### config.mk
export PLATFORM = sky130hd
export DESIGN_NAME = edf_arbiter
export DESIGN_NICKNAME = d
export VERILOG_FILES = /design/src/rtl/edf_arbiter.sv
export SDC_FILE = /design/constraint.sdc
export NUM_CORES = 1
export LEC_CHECK = 0
export CAP_MARGIN = 20
export CORE_AREA = 2 2 230 119
export CTS_CLUSTER_DIAMETER = 50
export DETAILED_ROUTE_END_ITERATION = 10
export DIE_AREA = 0 0 232 121
export GPL_TIMING_DRIVEN = 0
export PLACE_DENSITY = 0.56
export REMOVE_ABC_BUFFERS = 1
export SYNTH_ARGS = -nofsm -noshare
export SYNTH_HDL_FRONTEND = slang
export SYNTH_SLANG_ARGS = --single-unit
### constraint.sdc
create_clock -name clk_i -period 9.05 [get_ports clk_i]
set_clock_uncertainty 0.05 [all_clocks]
set_input_delay 0.905 -clock clk_i [delete_from_list [all_inputs] [get_ports clk_i]]
set_output_delay 0.905 -clock clk_i [all_outputs]
set_load 0.05 [all_outputs]
### src/rtl/edf_arbiter.sv
// Earliest-deadline-first arbiter: serially scans pending gateways for the smallest
// deadline, offers the winning ID on a valid/ready handshake and pulses its claim line.
module edf_arbiter #(
    parameter int NrIrqs  = 4,
    parameter int TsWidth = 64,
    localparam int IdWidth = $clog2(NrIrqs)
) (
    input  logic                        clk_i,
    input  logic                        rst_ni,
    input  logic [NrIrqs-1:0]           ip_i,
    input  logic [NrIrqs*TsWidth-1:0]   dl_i,
    output logic [IdWidth-1:0]          irq_id_o,
    output logic                        irq_valid_o,
    input  logic                        irq_ready_i,
    output logic [NrIrqs-1:0]           claim_o
);

    typedef enum logic [1:0] {
        ST_IDLE  = 2'd0,
        ST_SCAN  = 2'd1,
        ST_OFFER = 2'd2,
        ST_CLAIM = 2'd3
    } state_e;

    localparam logic [IdWidth-1:0] LastIdx = IdWidth'(NrIrqs - 1);

    state_e               r_state;
    logic [IdWidth-1:0]   r_idx;
    logic                 r_best_vld;
    logic [IdWidth-1:0]   r_best_id;
    logic [TsWidth-1:0]   r_best_dl;

    logic [TsWidth-1:0]   w_dl;
    logic                 w_take;
    logic [NrIrqs-1:0]    w_onehot;

    // Candidate evaluation for the index currently under scan; strict less-than keeps ties on the lower ID.
    always_comb begin
        w_dl     = dl_i[r_idx*TsWidth +: TsWidth];
        w_take   = 1'b0;
        w_onehot = {{(NrIrqs-1){1'b0}}, 1'b1} << r_best_id;
        if (ip_i[r_idx] && (!r_best_vld || (w_dl < r_best_dl))) begin
            w_take = 1'b1;
        end else begin
            w_take = 1'b0;
        end
    end

    // Arbitration FSM with registered offer and claim outputs.
    always_ff @(posedge clk_i or negedge rst_ni) begin
        if (!rst_ni) begin
            r_state     <= ST_IDLE;
            r_idx       <= '0;
            r_best_vld  <= 1'b0;
            r_best_id   <= '0;
            r_best_dl   <= '0;
            irq_id_o    <= '0;
            irq_valid_o <= 1'b0;
            claim_o     <= '0;
        end else begin
            case (r_state)
                ST_IDLE: begin
                    claim_o <= '0;
                    if (|ip_i) begin
                        r_state    <= ST_SCAN;
                        r_idx      <= '0;
                        r_best_vld <= 1'b0;
                    end else begin
                        r_state <= ST_IDLE;
                    end
                end
                ST_SCAN: begin
                    if (w_take) begin
                        r_best_vld <= 1'b1;
                        r_best_id  <= r_idx;
                        r_best_dl  <= w_dl;
                    end else begin
                        r_best_vld <= r_best_vld;
                    end
                    // The last index must fold its own candidate into the offer decision.
                    if (r_idx == LastIdx) begin
                        if (r_best_vld || w_take) begin
                            r_state     <= ST_OFFER;
                            irq_valid_o <= 1'b1;
                            irq_id_o    <= w_take ? r_idx : r_best_id;
                        end else begin
                            r_state <= ST_IDLE;
                        end
                    end else begin
                        r_idx <= r_idx + IdWidth'(1);
                    end
                end
                ST_OFFER: begin
                    if (irq_ready_i) begin
                        r_state     <= ST_CLAIM;
                        irq_valid_o <= 1'b0;
                        claim_o     <= w_onehot;
                    end else if (!ip_i[r_best_id]) begin
                        r_state     <= ST_IDLE;
                        irq_valid_o <= 1'b0;
                    end else begin
                        r_state <= ST_OFFER;
                    end
                end
                ST_CLAIM: begin
                    claim_o <= '0;
                    r_state <= ST_IDLE;
                end
                default: begin
                    r_state     <= ST_IDLE;
                    irq_valid_o <= 1'b0;
                    claim_o     <= '0;
                end
            endcase
        end
    end

endmodule

==> metrics.txt <==
async set or reset register ratio after synthesis 1.00; # port buffers ~270; TritonCTS Sinks 78; Clock transition at path regs ~0.070 ns; ANT nets after route 0; Fin. Hold Viols 0; global-route wire length before repair approximately 30 mm; Peak VDD IR approximately 0.12 mV; pre-CTS WS around 3.3 ns; Syn. warnings 0; Synth Cell Area 0.00643 sq mm; RSZ-0062 raised after global routing no; Die Span X ~230 microns; met2 wire len between 7 and 8 mm; Req. time, crit path about 9 ns; starting DRC count in detailed routing 244; Pins Over Slew Limit 0; row cnt 42; Top Layer Used met5; vias in the first global route 5384; Post-Synthesis Cells between 500 and 600; crit end category register; Max Cap Viol 0; Yosys reg bits between 70 and 80; Die ar. between 0.02 and 0.03 sq mm; CORE AREA about 0.026 sq mm; Slowest-stage cell, CP dfrtp_4; Int Pwr about 1700 uW; Final Worst Setup Slack between 3 and 4 ns; share of layout cells above drive strength 1 0.204; routed metal-1 wirelength 9.81 mm; most used cell along the critical path buf_8; HPWL Detailed approximately 16 mm; Hold WC Path Type primary input to asynchronous set/reset pin; NetSw around 1000 uW; smallest hold slack 0.442 ns; hold_buf cts 0; status completed; final critical-path required period 5.61 ns; Logic pwr share 0.611; clock root buffer clkbuf_16; Clk pwr share 0.146; ant diodes 0; critical path class register to register; ys flop type dfrtp_1; largest net degree at the start of global routing 52; TritonCTS buffer count 9; Worst-Skew Late Latency 0.35 ns; CTS max path bufs 2; wire length per cell 16.8 microns; GRT Total Usage 0.141; grt total ovfl 0; vias per cell 4.48; CTS tree yes; Top delay family on crit path simple AND/OR/NAND/NOR gates; first drt pass iteration count 4; DRT Wirelength roughly 19 mm; sequential area share after synthesis 0.303; io pins 270; PD cells around 270 mW/mm^2; via count about 5000; Fmax 178 MHz; Yosys cell types 45; sw frac 0.377; Worst Max-Slew Pin Slew ~0.8 ns; post-CTS setup repair buffer count 0; initial antenna violation count 1; Mean Syn Cell Area between 10 and 15 sq um; worst-path fanout max between 40 and 50; CTS HTree Levels 3; fin crit share 0.620; critical path startpoint category register; Area growth, synth to finish 54.4%; P_leak ~0.0042 uW; crit-path max cell delay about 0.80 ns; residual DRC count 0; Final GP Congestion between 0.7 and 0.8; Initial Util 0.247; CP Data Arrival Time 5.79 ns; die height about 120 microns; worst path cell trace buf_16, mux4_2, ha_1, nand4_1, or4_1, or4_1, o22ai_1, o2111ai_2, nand4_1, buf_8, buf_8, buf_8, mux2_2; endpoints failing setup 0; Final nets 1114; post-CTS resize count 0; CP Buf/Inv Count 4; Max-Slew Margin vs Limit 0.461; Post-synth EDFFs 0; routed length on met3 1.44 mm; share of power burned in registers 0.242
[state kept, by name (all words and copies together), names as in the netlist]
name / count
r_state: 2
r_best_dl: 64
r_best_vld: 1
r_idx: 2
claim_o: 4
r_best_id: 2
irq_id_o: 2
irq_valid_o: 1
[kinds of logic after synthesis]
kind of cell	synth area share
buffers and inverters	0.0607
muxes	0.371
DFF	0.303
adders and majority gates	0.130
AOI/OAI and AO/OA	0.0817
and+or+nand+nor	0.0525
[Yosys cell counts (all sizes together) (2+ instances only)]
cell     count  area share
dfrtp       78        0.30
inv         70       0.041
mux2        68        0.14
ha          67        0.13
mux4        65        0.23
a21oi       28       0.022
nand2       26       0.015
buf         14       0.015
o21ai       13       0.010
nand4       12       0.012
clkbuf       9      0.0053
a22o         8       0.011
nor2         8      0.0047
a211oi       5      0.0058
nand3        5      0.0039
o2bb2ai      5      0.0068
a21o         3      0.0035
and2         3      0.0029
nor2b        3      0.0029
nand2b       2      0.0019
nor3         2      0.0016
nor4         2      0.0019
o2111ai      2      0.0037
o21a         2      0.0023
or4          2      0.0023
[power groups by stage]
stage	sequential [uW]	clock (uW)	combinational, uW
after floorplan	702	0	1220
after global placement	736	0	1680
after detailed placement	667	0	1690
after CTS	666	419	1700
after global routing	693	433	1880
final	662	400	1670
[worst paths after layout]
kind | start | end | slack, ns | cells past startpoint
worst max-delay path | r_idx[0] | r_best_dl[40] | 3.44 | 13
worst min-delay path | rst_ni | r_best_dl[50] | 0.44 | 1
worst max register to register | r_idx[0] | r_best_dl[40] | 3.44 | 13
worst min register to register | irq_id_o[0] | irq_id_o[0] | 0.45 | 1
max in group asynchronous | rst_ni | r_best_dl[18] | 7.90 | 2
min in group clk_i | irq_id_o[0] | irq_id_o[0] | 0.45 | 1
[placed cells by master, fill, tap and decap left out, types with 3 or more instances in the layout]
master	instances
a22o_1	8
nor2_1	8
a21o_1	3
ha_1	67
buf_16	3
dfrtp_1	76
o21ai_0	13
a21oi_1	28
a211oi_1	5
nand3_1	5
mux4_2	65
mux2_2	28
o2bb2ai_1	5
inv_1	70
buf_8	6
nor2b_1	3
clkbuf_16	9
clkdlybuf4s50_1	268
and2_1	3
mux2_4	40
nand2_1	26
nand4_1	12
[layout make-up]
| type | count | area, sq um |
|---|---|---|
| tap | 352 | 440 |
| multi-input combinational | 347 | 4090 |
| clock inverter | 5 | 85.1 |
| timing repair buffer | 278 | 2860 |
| sequential | 78 | 1960 |
| clock buffer | 11 | 233 |
| fill | 2530 | 16100 |
| inverter | 70 | 263 |
[layer usage]
layer	global-route usage	up-vias
met4	0.0284	2
met1	0.201	2431
met2	0.206	154
met3	0.0472	17
met5	0	-
li1	-	2503
[worst reg2reg max path: stages, from the launching register on]
cell	delay (ns)
dfrtp_4	0.80
buf_16	0.36
mux4_2	0.64
ha_1	0.34
nand4_1	0.20
or4_1	0.62
or4_1	0.56
o22ai_1	0.32
o2111ai_2	0.25
nand4_1	0.41
buf_8	0.23
buf_8	0.19
buf_8	0.19
mux2_2	0.34
[stage by stage]
stage / setup TNS (ns) / std cells / power [uW] / cell area [sq um] / util
floorplan: 0 / 495 / 1920 / 6310 / -
global placement: -204.51 / 1116 / 2420 / 9440 / 0.363
detailed placement: 0 / 1125 / 2360 / 9620 / 0.370
CTS: 0 / 1141 / 2780 / 9930 / 0.382
global route: 0 / 1141 / 3000 / 9930 / 0.382
finish: 0 / 1141 / 2730 / 9930 / 0.382
(Power assumes the default switching activity.)
